`src/rtl/somador_pkg.sv`:
```
// Shared definitions for the stepped 4-bit adder: FSM encoding, operand
// widths and the active-low 7-segment patterns used by decodificador.
package somador_pkg;

  localparam int OP_W   = 4;
  localparam int SOMA_W = OP_W + 1;

  // One-hot so the state register can drive the LEDR indicator directly
  typedef enum logic [3:0] {
    ESP_A  = 4'b0001,
    ESP_B  = 4'b0010,
    CALC   = 4'b0100,
    MOSTRA = 4'b1000
  } estado_t;

  localparam logic [0:6] SEG_0 = 7'b0000001;
  localparam logic [0:6] SEG_1 = 7'b1001111;
  localparam logic [0:6] SEG_2 = 7'b0010010;
  localparam logic [0:6] SEG_3 = 7'b0000110;
  localparam logic [0:6] SEG_4 = 7'b1001100;
  localparam logic [0:6] SEG_5 = 7'b0100100;
  localparam logic [0:6] SEG_6 = 7'b0100000;
  localparam logic [0:6] SEG_7 = 7'b0001111;
  localparam logic [0:6] SEG_8 = 7'b0000000;
  localparam logic [0:6] SEG_9 = 7'b0000100;
  localparam logic [0:6] SEG_APAGADO = 7'b1111111;

endpackage

```
`src/rtl/decodificador.sv`:
```
// BCD digit to active-low 7-segment pattern, segments a..g in [0:6] order.
// Codes 10-15 blank the display.
module decodificador
  import somador_pkg::*;
(
  input  logic [3:0] digito,
  output logic [0:6] seg
);

  always_comb begin
    seg = SEG_APAGADO;
    case (digito)
      4'd0: seg = SEG_0;
      4'd1: seg = SEG_1;
      4'd2: seg = SEG_2;
      4'd3: seg = SEG_3;
      4'd4: seg = SEG_4;
      4'd5: seg = SEG_5;
      4'd6: seg = SEG_6;
      4'd7: seg = SEG_7;
      4'd8: seg = SEG_8;
      4'd9: seg = SEG_9;
      default: seg = SEG_APAGADO;
    endcase
  end

endmodule

```
`src/rtl/detector_borda.sv`:
```
// Conditions the raw "enter" key: 2-FF synchronizer, stability debounce and
// a single-cycle pulse on each accepted press.
module detector_borda #(
  parameter int DEB_CYCLES = 1000
) (
  input  logic CLOCK_50,
  input  logic RESETn,
  input  logic KEY_N,
  output logic enter
);

  localparam int CW = (DEB_CYCLES > 1) ? $clog2(DEB_CYCLES) : 1;

  logic [1:0]    sinc;
  logic          tecla_estavel;
  logic          tecla_anterior;
  logic [CW-1:0] contador;

  // Synchronizer idles at 1 so reset looks like a released key
  always_ff @(posedge CLOCK_50 or negedge RESETn) begin
    if (!RESETn) begin
      sinc <= 2'b11;
    end else begin
      sinc <= {sinc[0], KEY_N};
    end
  end

  // Any sample equal to the accepted level restarts the count, so a bounce
  // shorter than DEB_CYCLES never changes tecla_estavel
  always_ff @(posedge CLOCK_50 or negedge RESETn) begin
    if (!RESETn) begin
      tecla_estavel <= 1'b1;
      contador      <= '0;
    end else if (sinc[1] != tecla_estavel) begin
      if (contador == CW'(DEB_CYCLES - 1)) begin
        tecla_estavel <= sinc[1];
        contador      <= '0;
      end else begin
        contador <= contador + 1'b1;
      end
    end else begin
      contador <= '0;
    end
  end

  always_ff @(posedge CLOCK_50 or negedge RESETn) begin
    if (!RESETn) begin
      tecla_anterior <= 1'b1;
      enter          <= 1'b0;
    end else begin
      tecla_anterior <= tecla_estavel;
      enter          <= tecla_anterior & ~tecla_estavel;
    end
  end

endmodule

```
`src/rtl/controle_somador.sv`:
```
// Stepped operand entry for the DE2 4-bit adder: A, then B with carry-in,
// one press each; the 5-bit sum is shown in decimal until the next press.
module controle_somador
  import somador_pkg::*;
#(
  parameter int DEB_CYCLES = 1000
) (
  input  logic            CLOCK_50,
  input  logic            RESETn,
  input  logic [OP_W-1:0] SW,
  input  logic            TE,
  input  logic            KEY_N,
  output logic [0:6]      HEX0,
  output logic [0:6]      HEX1,
  output logic [4:0]      LEDR,
  output logic            LEDG
);

  logic              enter;
  estado_t           estado;
  estado_t           estado_prox;
  logic [OP_W-1:0]   reg_a;
  logic [OP_W-1:0]   reg_b;
  logic              reg_te;
  logic [SOMA_W-1:0] soma;
  logic [SOMA_W-1:0] valor;
  logic [3:0]        unidade;
  logic [3:0]        dezena;
  logic [0:6]        seg_uni;
  logic [0:6]        seg_dez;

  detector_borda #(
    .DEB_CYCLES(DEB_CYCLES)
  ) u_detector (
    .CLOCK_50(CLOCK_50),
    .RESETn  (RESETn),
    .KEY_N   (KEY_N),
    .enter   (enter)
  );

  always_ff @(posedge CLOCK_50 or negedge RESETn) begin
    if (!RESETn) begin
      estado <= ESP_A;
    end else begin
      estado <= estado_prox;
    end
  end

  // CALC ignores enter, so a press landing there is simply lost
  always_comb begin
    estado_prox = estado;
    case (estado)
      ESP_A:   if (enter) estado_prox = ESP_B;
      ESP_B:   if (enter) estado_prox = CALC;
      CALC:    estado_prox = MOSTRA;
      MOSTRA:  if (enter) estado_prox = ESP_A;
      default: estado_prox = ESP_A;
    endcase
  end

  always_ff @(posedge CLOCK_50 or negedge RESETn) begin
    if (!RESETn) begin
      reg_a  <= '0;
      reg_b  <= '0;
      reg_te <= 1'b0;
      soma   <= '0;
    end else begin
      case (estado)
        ESP_A: begin
          if (enter) begin
            reg_a <= SW;
          end
        end
        ESP_B: begin
          if (enter) begin
            reg_b  <= SW;
            reg_te <= TE;
          end
        end
        CALC: begin
          soma <= {1'b0, reg_a} + {1'b0, reg_b} + {{OP_W{1'b0}}, reg_te};
        end
        MOSTRA: begin
          if (enter) begin
            reg_a  <= '0;
            reg_b  <= '0;
            reg_te <= 1'b0;
            soma   <= '0;
          end
        end
        default: begin
        end
      endcase
    end
  end

  // Operand entry shows the live switches; afterwards the held sum
  always_comb begin
    valor = soma;
    if (estado == ESP_A || estado == ESP_B) begin
      valor = {1'b0, SW};
    end
    unidade = 4'(valor % SOMA_W'(10));
    dezena  = 4'(valor / SOMA_W'(10));
  end

  decodificador u_dec_uni (
    .digito(unidade),
    .seg   (seg_uni)
  );

  decodificador u_dec_dez (
    .digito(dezena),
    .seg   (seg_dez)
  );

  always_ff @(posedge CLOCK_50 or negedge RESETn) begin
    if (!RESETn) begin
      HEX0 <= SEG_0;
      HEX1 <= SEG_0;
      LEDR <= {1'b0, ESP_A};
      LEDG <= 1'b0;
    end else begin
      HEX0 <= seg_uni;
      HEX1 <= seg_dez;
      LEDR <= {1'b0, estado};
      LEDG <= (estado == CALC || estado == MOSTRA) && (soma > SOMA_W'(15));
    end
  end

endmodule

```
`config.mk`:
```
export PLATFORM = sky130hd
export DESIGN_NAME = controle_somador
export DESIGN_NICKNAME = d
export VERILOG_FILES = /design/src/rtl/somador_pkg.sv /design/src/rtl/decodificador.sv /design/src/rtl/detector_borda.sv /design/src/rtl/controle_somador.sv
export SDC_FILE = /design/constraint.sdc
export NUM_CORES = 1
export LEC_CHECK = 0
export BUFFER_PORTS_ARGS = -buffer_cell sky130_fd_sc_hd__buf_2
export CAP_MARGIN = 20
export CORE_AREA = 3 3 80 82
export CTS_CLUSTER_SIZE = 24
export DETAILED_ROUTE_END_ITERATION = 6
export DIE_AREA = 0 0 83 85
export GPL_ROUTABILITY_DRIVEN = 1
export PLACE_DENSITY = 0.76
export SLEW_MARGIN = 5
export SYNTH_ARGS = -nofsm -noshare
export SYNTH_HDL_FRONTEND = slang
export SYNTH_SLANG_ARGS = --single-unit
```
`constraint.sdc`:
```
create_clock -name CLOCK_50 -period 3.2 [get_ports CLOCK_50]
set_input_delay 0 -clock CLOCK_50 [delete_from_list [all_inputs] [get_ports CLOCK_50]]
set_output_delay 0 -clock CLOCK_50 [all_outputs]
set_load 0.02 [all_outputs]
```
---- After elaboration in Yosys (flattened, before gate mapping) ----
Memories as Yosys holds them, arrays and structs flattened. A register that Yosys moved wholly into a read port is not among the register bits.
Cells that the tools add are included.
word-level totals
  flip-flop bits (word level) ............. 38
  ROM bits ................................ 224
  output and inout bits ................... 20
  memories kept ........................... 2
memories
  name              depth  width  read ports  clocked after memory_dff  wr ports  line                 RTL
  (name not given)  16     7      1           1                         0         decodificador.sv:12  case (digito)
  (name not given)  16     7      1           1                         0         decodificador.sv:12
operators by class
  $add $sub $neg .......................... 3
  divide/modulo/power cells ............... 2
  order comparisons ....................... 1
  equal/unequal tests ..................... 9
  muxes and demuxes ....................... 16
  bitwise logic cells ..................... 2
  reductions and logical operators ........ 13
operator list
  operator                 count
  $mux W10                 2
  $mux W4                  5
  $pmux W4 S2              2
  $pmux W4 S4              1
  $add A10 B1 Y10 const B  1
  $eq A10 B10 Y1 const B   1
  $mux W5                  2
  $pmux W5 S2              1
  $reduce_and A3 Y1        3
  $ne A2 B1 Y1 const B     3
  $reduce_bool A2 Y1       3
  $add A4 B4 Y5            1
  $add A5 B1 Y5            1
  $div A5 B4 Y5 const B    1
  $gt A5 B4 Y1 const B     1
  $mod A5 B4 Y5 const B    1
  $eq A4 B1 Y1 const B     1
  $eq A4 B2 Y1 const B     1
  $eq A4 B3 Y1 const B     1
  $eq A4 B4 Y1 const B     1
  $reduce_and A2 Y1        2
  $logic_not A1 Y1         2
  $logic_or A1 B1 Y1       2
  $mux W1                  2
  5 further kinds          5

---- Logic depth before layout (Yosys ltp) ----
  word-level depth ........................ 4
  mapped depth ............................ 15
  depth with buffers taken out ............ 13

---- Modules after synthesis ----
Synthesis repeated with hierarchy kept, for this count alone.
unflattened totals
  cell total of the unflattened synthesis .. 296
  area total of the unflattened synthesis .. 2,886.5 sq um
modules (own cells, without submodules)
  module            instances  cells each  area an instance (sq um)  seq. area each (sq um)
  controle_somador  1          172         1,798.0                   930.9
  detector_borda    1          58          668.1                     380.4
  decodificador     2          33          210.2                     0.0

---- Worst setup path before layout ----
Ideal clock, no wire load.
  path type ............................... reg-to-reg
  start ................................... register estado[3]
  end ..................................... register HEX0[4] in the netlist's numbering
  data arrival time ....................... 3.299 ns
  required time ........................... 3.127 ns
  setup slack ............................. -0.172 ns
  cell stages (with the launch flop) ...... 16
  path buffers ............................ 2
  clock period less this slack ............ 3.372 ns
  cells stage by stage .................... dfrtp_1 buf_6 or2_1 buf_6 nor2_4 mux2i_4 inv_2 ha_1 o31a_1 o21a_1 or2_2 xnor2_2 inv_1 ha_1 mux2_4 a21oi_2
between the ends
  longest elaborated chain between the ends .. 4
ends and longest elaborated chain
  what                                                 line                     RTL
  start: declaration                                   controle_somador.sv:20   estado_t estado;
  start signal: assignment                             controle_somador.sv:45   estado <= estado_prox;
  $eq A4 B1 Y1 / $eq A4 B2 Y1 (equally long branches)  controle_somador.sv:100  if (estado == ESP_A || estado == ESP_B) begin
  $logic_or A1 B1 Y1 (*)                               controle_somador.sv:100
  $mux W5 (*)                                          controle_somador.sv:100
  $mod A5 B4 Y5 (*)                                    controle_somador.sv:103  unidade = 4'(valor % SOMA_W'(10));
  end: declaration                                     controle_somador.sv:13   output logic [0:6] HEX0,
Mark *: on every way between the ends. The rest lies on a longest branch, timed or not.
A chain may end at the register's enable or synchronous reset.

---- Final worst setup path ----
  start ................................... register estado[2]
  end ..................................... register HEX0[4] in the netlist's numbering
Same word-level chain as after synthesis.

==> flow_summary.yaml <==
run_status:
  outcome: "completed"
setup_path:
  end_kind: "flip-flop"
  crit_path_top_delay_cell: "dfrtp_1"
  path_cells: "or2_4 -> nor2_4 -> mux2i_4 -> inv_2 -> ha_4 -> o31a_1 -> o21a_1 -> or2_4 -> xnor2_4 -> inv_2 -> ha_4 -> mux2_4 -> a21oi_2"
  worst_path_largest_cell_delay_ns: 0.43
  arrival_ns: 3.28
  start_kind: "flip-flop"
  required_ns: 3.43
  crit_fanout: 6
  path_class: "reg -> reg"
yosys:
  synth_xor_area_frac: 0.0492
  synth_area_mm2: 0.00262
  yosys_warnings: 0
  synth_compound_gate_area_share: 0.175
  ys_seq_area_frac: 0.481
  synth.avg_cell_area_um2: 10.5
  async_reset_ff_frac: 1.00
  ys_ff_latch: 50
  netlist_instances: 250
  synth_adder_area_share: 0.0678
  synth_ff_type: "dfrtp_1"
  synth_top_family_by_area: "compound AO/OA/AOI/OAI gates"
  synth-edff-count: 0
  synthMuxAreaShare: 0.0224
  ys_types: 62
  synth_simple_gate_area_frac: 0.154
placed_design:
  place_ws_ns: 0.0664
  dp_hpwl_um: 3670
  gp_congestion: 0.941
  numPortBuffers: 25
  placed_cell_area_mm2: 0.00286
pwr:
  vdd_ir_drop_max_uv: 238
  leakage_nw: 1.44
  powerDensity_mw_per_mm2: 389
timing:
  period_minus_slack_ns: 3.05
  final-setup-viol-count: 0
  max_slew_margin: 0.597
  clock_skew_ns: 0.00715
  slew_viol_final: 0
  tightest_slew_ns: 0.588
  finalCritPeriodShare: 0.953
  maxClockFrequency_ghz: 0.328
  setup_ws_ns: 0.152
  hold_violations: 0
  hold-worst-slack_ns: 0.0103
  fin_setup_tns_ns: 0
  rsz0062_at_grt: "false"
finish:
  drive_above_1_share: 0.247
  layout_commonest_cell: "dfrtp_1"
  fillers: 559
  finalInstanceArea_mm2: 0.00303
  layout.cells.most_common_list: "dfrtp_1, buf_2, nor2_1, nand2_1, a21oi_1"
  n_antenna_cell: 0
  fin_nets: 308
  multi_input_area_mm2: 0.00128
  area_delta_synth_final_pct: 15.8
  regArea_mm2: 0.00126
grt:
  grt_overflow: 0
  antenna_found_initial: 0
  grt_pass1_vias: 1885
  grt_max_degree: 51
  track_usage: 0.154
  grt_pass1_wl_um: 8800
die:
  die_height_um: 85
  core_mm2: 0.00582
  die_area_mm2: 0.00706
  fp.dieW_um: 83
  num_io_pins: 28
  start_util: 0.451
  num_rows: 28
detailed_routing:
  wl_per_cell_um: 13.6
  remaining_drc_errors: 0
  dr.pass1.iters: 4
  drt.antenna.violating_nets: 0
  vias_per_cell: 5.18
  vias: 1880
  drt_iter0_drc: 172
  routed_wl_um: 4950
run:
  maxCapViolCount: 0
clock_tree:
  cts_buffers: 5
  cts.clk_slew.worst_paths_ns: 0.09
  cts_sinks: 50
  cts_tree: "done"
  cts-root-buf: "clkbuf_8"
  clock_latency_ns: 0.30
  cts_htree_levels: 2
  clock_path_buffers: 2
min_path:
  holdCritPathClass: "in -> reg"
[power by group]
group	leakage [nW]	internal (mW)	switching, mW	total, mW
registers	0.630	0.654	0.00610	0.660
clock network	0.0482	0.175	0.196	0.370
logic	0.760	0.0578	0.0915	0.149
total	1.44	0.886	0.293	1.18
[flip-flops by register name, summed over array words and instances (netlist names)]
signal                     flops
u_detector.tecla_estavel       1
u_detector.sinc                2
HEX0                           7
u_detector.tecla_anterior      1
u_detector.enter               1
HEX1                           5
reg_b                          4
LEDR                           4
reg_te                         1
soma                           5
LEDG                           1
reg_a                          4
u_detector.contador           10
estado                         4
[path summary, 6_finish.rpt]
kind	slack (ns)	depth (start not counted)	startpoint	to
min in group asynchronous	0.10	2	RESETn	reg_b[1]
setup reg to reg	0.15	13	estado[2]	HEX0[4]
hold / removal	0.01	3	SW[2]	reg_b[2]
setup / recovery	0.15	13	estado[2]	HEX0[4]
hold reg to reg	0.36	0	u_detector.sinc[0]	u_detector.sinc[1]
max in group asynchronous	2.54	3	RESETn	HEX0[6]
[logic make-up (layout without fill, tap and decap cells)]
logic type | after synthesis | in the layout
AOI/OAI and AO/OA | 66 | 66
muxes | 4 | 4
DFF | 50 | 50
and+or+nand+nor | 78 | 78
xor gates and xnor gates | 13 | 13
adders and majority gates | 13 | 13
buffers and inverters | 25 | 62
other | 1 | 2
[repair_timing]
action	4_1_cts	5_1_grt
hold endpoints to repair	46	0
setup buffers	0	2
hold buffers	5	0
setup endpoints to repair	0	4
resized for setup	0	1
[critical path: cells and delay by family, from the launching register on]
family / cells / cell delay (ns)
AND/OR/NAND/NOR: 3 / 0.72
multiplexers: 2 / 0.52
XOR/XNOR: 1 / 0.19
adder cells (fa/ha/maj): 2 / 0.34
flip-flops: 1 / 0.43
buffers and inverters: 2 / 0.17
AO/OA/AOI/OAI: 3 / 0.59
[synth_stat cells, types with 3 or more instances]
library cell,count,area [um^2]
nor2_1,21,78.8
xor2_1,5,43.8
o211ai_1,4,30.0
ha_1,11,138
nand2b_1,4,25.0
inv_1,14,52.6
o21a_1,3,22.5
buf_6,3,33.8
clkbuf_1,3,11.3
a21o_1,3,22.5
xnor2_1,6,52.6
nor3_1,4,20.0
nand2_1,19,71.3
buf_4,3,22.5
and3_1,4,25.0
dfstp_2,8,210
nand3_1,5,25.0
a22o_1,8,70.1
dfrtp_1,42,1050
a21oi_1,17,85.1
o21ai_0,14,70.1
nor2b_1,3,18.8
[layout make-up]
type / count / share of cell area
multi-input combinational: 176 / 0.421
clock inverter: 1 / 0.00165
tap: 75 / 0.0309
clock buffer: 7 / 0.0285
timing repair buffer: 39 / 0.0841
sequential: 50 / 0.416
inverter: 15 / 0.0186
[through the flow]
step	util	std cells	power (mW)
6_report	0.522	363	1.18
3_5_place_dp	0.491	347	0.816
2_1_floorplan	-	251	0.768
4_1_cts	0.515	360	1.19
5_1_grt	0.522	363	1.24
3_3_place_gp	0.491	347	0.812
[metal layers]
| layer | vias up | part of all wire | GRT usage |
|---|---|---|---|
| met5 | - | 0 | 0 |
| met4 | 0 | 0.015 | 0.0490 |
| met3 | 9 | 0.043 | 0.0350 |
| met2 | 44 | 0.50 | 0.265 |
| met1 | 892 | 0.44 | 0.194 |
| li1 | 935 | - | - |
Note: power is estimated with default switching activity, not from simulation.
